--- src/rtl/powlib_fifo_arb.sv ---
// Round-robin, packet-locking arbiter sharing one FIFO write port among N requesters.
// Once a packet's first beat is accepted the grant is held until its last beat is accepted.
module powlib_fifo_arb #(
    parameter int N = 4,
    parameter int W = 16,
    localparam int WIDX = (N > 1) ? $clog2(N) : 1
) (
    input  logic              clk,
    input  logic              rst,
    input  logic [N*W-1:0]    wrdata,
    input  logic [N-1:0]      wrvld,
    input  logic [N-1:0]      wrlast,
    output logic [N-1:0]      wrrdy,
    output logic [W-1:0]      outdata,
    output logic              outlast,
    output logic [WIDX-1:0]   outidx,
    output logic              outvld,
    input  logic              outrdy
);

    typedef enum logic {IDLE, LOCK} state_t;

    state_t            state_q;
    logic [WIDX-1:0]   ptr_q;
    logic [WIDX-1:0]   gidx_q;
    logic [W-1:0]      outdata_q;
    logic              outlast_q;
    logic [WIDX-1:0]   outidx_q;
    logic              outvld_q;

    logic [WIDX-1:0]   rr_sel;
    logic [WIDX-1:0]   sel;
    logic [W-1:0]      outdata_d;
    logic              ld;
    logic              acc;

    function automatic logic [WIDX-1:0] wrap_inc(input logic [WIDX-1:0] v);
        if (v == WIDX'(N - 1)) return '0;
        return v + WIDX'(1);
    endfunction

    // Walk the search order backwards so the first valid port from ptr wins.
    always_comb begin
        int j;
        j      = 0;
        rr_sel = ptr_q;
        for (int k = N - 1; k >= 0; k--) begin
            j = int'(ptr_q) + k;
            if (j >= N) j = j - N;
            if (wrvld[j]) rr_sel = WIDX'(j);
        end
    end

    assign sel = (state_q == LOCK) ? gidx_q : rr_sel;
    assign ld  = !outvld_q || outrdy;

    always_comb begin
        wrrdy = '0;
        for (int i = 0; i < N; i++) begin
            wrrdy[i] = rst && ld && (sel == WIDX'(i)) && ((state_q == LOCK) || wrvld[i]);
        end
    end

    assign acc       = wrvld[sel] && wrrdy[sel];
    assign outdata_d = wrdata[int'(sel)*W +: W];

    always_ff @(posedge clk or negedge rst) begin
        if (!rst) begin
            state_q   <= IDLE;
            ptr_q     <= '0;
            gidx_q    <= '0;
            outdata_q <= '0;
            outlast_q <= 1'b0;
            outidx_q  <= '0;
            outvld_q  <= 1'b0;
        end else begin
            if (ld) begin
                outvld_q <= acc;
                if (acc) begin
                    outdata_q <= outdata_d;
                    outlast_q <= wrlast[sel];
                    outidx_q  <= sel;
                end
            end
            if (acc) begin
                case (state_q)
                    IDLE: begin
                        if (wrlast[sel]) begin
                            ptr_q <= wrap_inc(sel);
                        end else begin
                            state_q <= LOCK;
                            gidx_q  <= sel;
                        end
                    end
                    LOCK: begin
                        if (wrlast[sel]) begin
                            state_q <= IDLE;
                            ptr_q   <= wrap_inc(sel);
                        end
                    end
                    default: state_q <= IDLE;
                endcase
            end
        end
    end

    assign outdata = outdata_q;
    assign outlast = outlast_q;
    assign outidx  = outidx_q;
    assign outvld  = outvld_q;

endmodule

--- config.mk ---
export PLATFORM = sky130hd
export DESIGN_NAME = powlib_fifo_arb
export DESIGN_NICKNAME = d
export VERILOG_FILES = /design/src/rtl/powlib_fifo_arb.sv
export SDC_FILE = /design/constraint.sdc
export NUM_CORES = 1
export LEC_CHECK = 0
export BUFFER_PORTS_ARGS = -buffer_cell sky130_fd_sc_hd__buf_2
export CAP_MARGIN = 20
export CORE_UTILIZATION = 41
export CTS_BUF_LIST = sky130_fd_sc_hd__clkbuf_4 sky130_fd_sc_hd__clkbuf_8
export CTS_CLUSTER_DIAMETER = 80
export CTS_CLUSTER_SIZE = 28
export DETAILED_ROUTE_END_ITERATION = 10
export GPL_TIMING_DRIVEN = 1
export PLACE_DENSITY = 0.78
export SYNTH_ARGS = -nofsm -noshare
export SYNTH_HDL_FRONTEND = slang
export SYNTH_SLANG_ARGS = --single-unit
--- constraint.sdc ---
create_clock -name clk -period 2.2 [get_ports clk]
set_clock_uncertainty 0.05 [all_clocks]
set_input_delay 0.22 -clock clk [delete_from_list [all_inputs] [get_ports clk]]
set_output_delay 0.22 -clock clk [all_outputs]
set_load 0.05 [all_outputs]
==> impl_metrics.ini <==
[clock_network]
cts_root_buf = clkbuf_8
path_clk_slew_ns = 0.09
cts.sinks = 25
cts_max_path_buffers = 2
numCtsBuffers = 3
cts_tree = done
cts_max_level = 1
clk_latency_ns = 0.27

[min_path]
holdCritPathClass = in -> reg
hold-path-cell-count = 3
holdCritStartpoint = outrdy
hold_end = outvld

[timing]
slew_violations = 0
period_share_pct = 106
worst_slew_pin_slew_ns = 0.360
rsz0062_at_grt = yes
slew-limit-headroom_pct = 76.0
fin_ws_ns = -0.132
setup_viol = 25
max_freq_ghz = 0.429
setup_tns_ns = -1.81
final_hold_viol_count = 0
layout_min_cycle_time_ns = 2.33
timing.hold.ws_ns = 0.226

[setup_path]
cp_cell_sequence = a21bo_2 > o311ai_4 > buf_4 > o221ai_4 > or2_4 > buf_6 > nor3b_4 > buf_6
worstPathRequired_ns = 1.93
r2r-start = ptr_q[1]
crit_type = reg -> out
ff2ff_setup_slack_ns = -0.12
slowest_delay_ns = 0.46
rr_endpoint = gidx_q[1]
critPathBufInv = 3
crit_slowest_cell = dfrtp_2
cp_data_arrival_time_ns = 2.06
r2r_cells = 9
crit_start = ptr_q[1]
startpoint_type = register
cp_max_fo = 6
cpLargestDelayFamily = buffers and inverters
worstSetupEndpointType = output pin
crit_path_frequent_cell = buf_6

[placed_design]
portBuffers = 98
hpwl_mm = 3.77
dpl_cell_area_um2 = 2460
dpl_worst_slack_ns = -0.163
gp_congestion = 0.878

[drt]
via_count = 1868
drt_iter0_markers = 71
avgViaCountPerCell = 5.34
firstDrtPassIters = 4
drc = 0
final_antenna_net_count = 0
post_drt_wl_per_cell_um = 14.1
wl_mm = 4.95

[global_routing]
grt_pass1_vias = 1692
grt_max_degree = 27
grt_overflow = 0
grt_util_all_layers_pct = 22.8
grt_pass1_wl_mm = 7.71
antenna_found_initial = 0

[pwr]
p_seq_share_pct = 19.0
sw_frac_of_total_pct = 51.1
max-vdd-ir-drop_uv = 816
p_leak_nw = 1.41
combPwrFrac_pct = 74.8
intPower_mw = 2.18
p_switching_mw = 2.28
pwr-share-clk_pct = 6.2
power_density_nw_per_um2 = 1660

[cells_and_area]
antenna_cells = 0
drive_gt1_share_pct = 52.3
multi_input_area_um2 = 1150
layout.nets = 376
seq_area_um2 = 627
num-fill-cells = 333
syn_to_final_growth_pct = 54.6
fin_area_um2 = 2690

[synthesis]
ys_seq_area_share_pct = 36.0
yosysTopAreaCell = dfrtp_1
ys.flop_type = dfrtp_1
yosysWarnings = 0
syn_area_um2 = 1740
avgSynthCellArea_um2 = 9.66
synth_most_common_cell = a211oi_1
ys_ff_latch = 25
synth_commonest_cells = 32 x a211oi_1, 25 x dfrtp_1, 21 x mux2i_1
synth_edf_count = 0
synthTopCellsByArea = dfrtp_1 36%, a211oi_1 14%, mux2i_1 12%
syn_nets = 255
postSynth.asyncResetShare_pct = 100
yosysUniqueCellTypes = 37
syn_inst = 180
synth_top_area_share_pct = 36.0

[run_status]
violations = negative setup slack
status = finished with violations

[floorplanning]
fp-row-count = 23
die_x_um = 67.1
die_area_um2 = 4500
die_y_um = 67.1
pin_count = 99
initial_utilization_pct = 43.1
core_area_um2 = 4030

[job]
drv_cap = 0
-- worst max path at each step --
| stage | endpoint | cells past startpoint |
|---|---|---|
| finish | wrrdy[2] | 8 |
| CTS | wrrdy[1] | 8 |
| floorplan | ptr_q[0] | 8 |
| global route | gidx_q[1] | 9 |
| detailed placement | gidx_q[0] | 10 |
| global placement | gidx_q[0] | 10 |
-- cells in the final DEF (no fill, tap or decap), types with 2 or more instances in the layout --
master	instances
inv_2	2
a21o_1	16
dfrtp_1	24
nor2b_1	18
inv_1	3
nor3b_4	2
clkbuf_8	3
buf_2	94
a211oi_1	32
a21oi_1	3
buf_6	9
mux2i_1	20
buf_4	27
nor2_1	7
nand2_1	7
nor3_2	2
-- per-stage QoR --
| stage | utilization [%] | std cells | power [mW] |
|---|---|---|---|
| 4_1_cts | 65.0 | 347 | 4.36 |
| 2_1_floorplan | - | 180 | 3.18 |
| 6_report | 66.7 | 350 | 4.47 |
| 3_5_place_dp | 61.2 | 339 | 3.92 |
| 3_3_place_gp | 61.2 | 339 | 3.83 |
| 5_1_grt | 66.7 | 350 | 4.75 |
-- area by class of cell --
| class | instances | share of cell area [%] |
|---|---|---|
| tap | 50 | 2.33 |
| multi-input combinational | 135 | 42.7 |
| clock buffer | 3 | 1.54 |
| timing repair buffer | 131 | 29.2 |
| inverter | 5 | 0.698 |
| sequential | 25 | 23.3 |
| clock inverter | 1 | 0.186 |
-- power groups by stage --
stage	Clock, mW	Combinational [mW]	Sequential [mW]
CTS	0.283	3.24	0.839
global placement	0	2.99	0.841
floorplan	0	1.73	1.46
global route	0.290	3.59	0.876
finish	0.277	3.34	0.850
detailed placement	0	3.08	0.846
-- registers in the layout, indices dropped and copies added, names as in the netlist --
register,flops
outdata,16
outvld,1
outidx,2
ptr_q,2
gidx_q,2
outlast,1
state_q,1
-- routing by layer --
layer	share of wire (%)	vias up	global-route usage, %
met5	0	-	0
met4	0.85	0	5.59
met3	5.0	4	3.94
met2	52	63	40.4
met1	42	886	28.4
li1	-	915	-
-- cell families after synthesis --
logic type / after synthesis / share of synthesized area [%]
multiplexers: 22 / 13.0
buffers and inverters: 20 / 5.98
AO/OA/AOI/OAI: 66 / 29.4
AND/OR/NAND/NOR: 46 / 15.2
flip-flops: 25 / 36.0
XOR/XNOR: 1 / 0.504
-- worst register-to-register path, stage by stage (launching register included) --
cell	delay [ns]
dfrtp_2	0.46
buf_6	0.13
mux2i_1	0.13
o221ai_1	0.14
o32a_4	0.39
mux2i_1	0.15
a221oi_2	0.39
buf_4	0.18
nand3b_1	0.12
o21ai_2	0.07
-- what timing repair did --
item | in CTS | in global routing
pin swaps | 2 | 2
endpoints found under the hold margin | 25 | 0
setup buffers | 3 | 3
endpoints found under the setup margin | 28 | 28
hold buffers | 1 | 0
gates resized for setup | 18 | 11
Power figures use the tool's default switching activity.
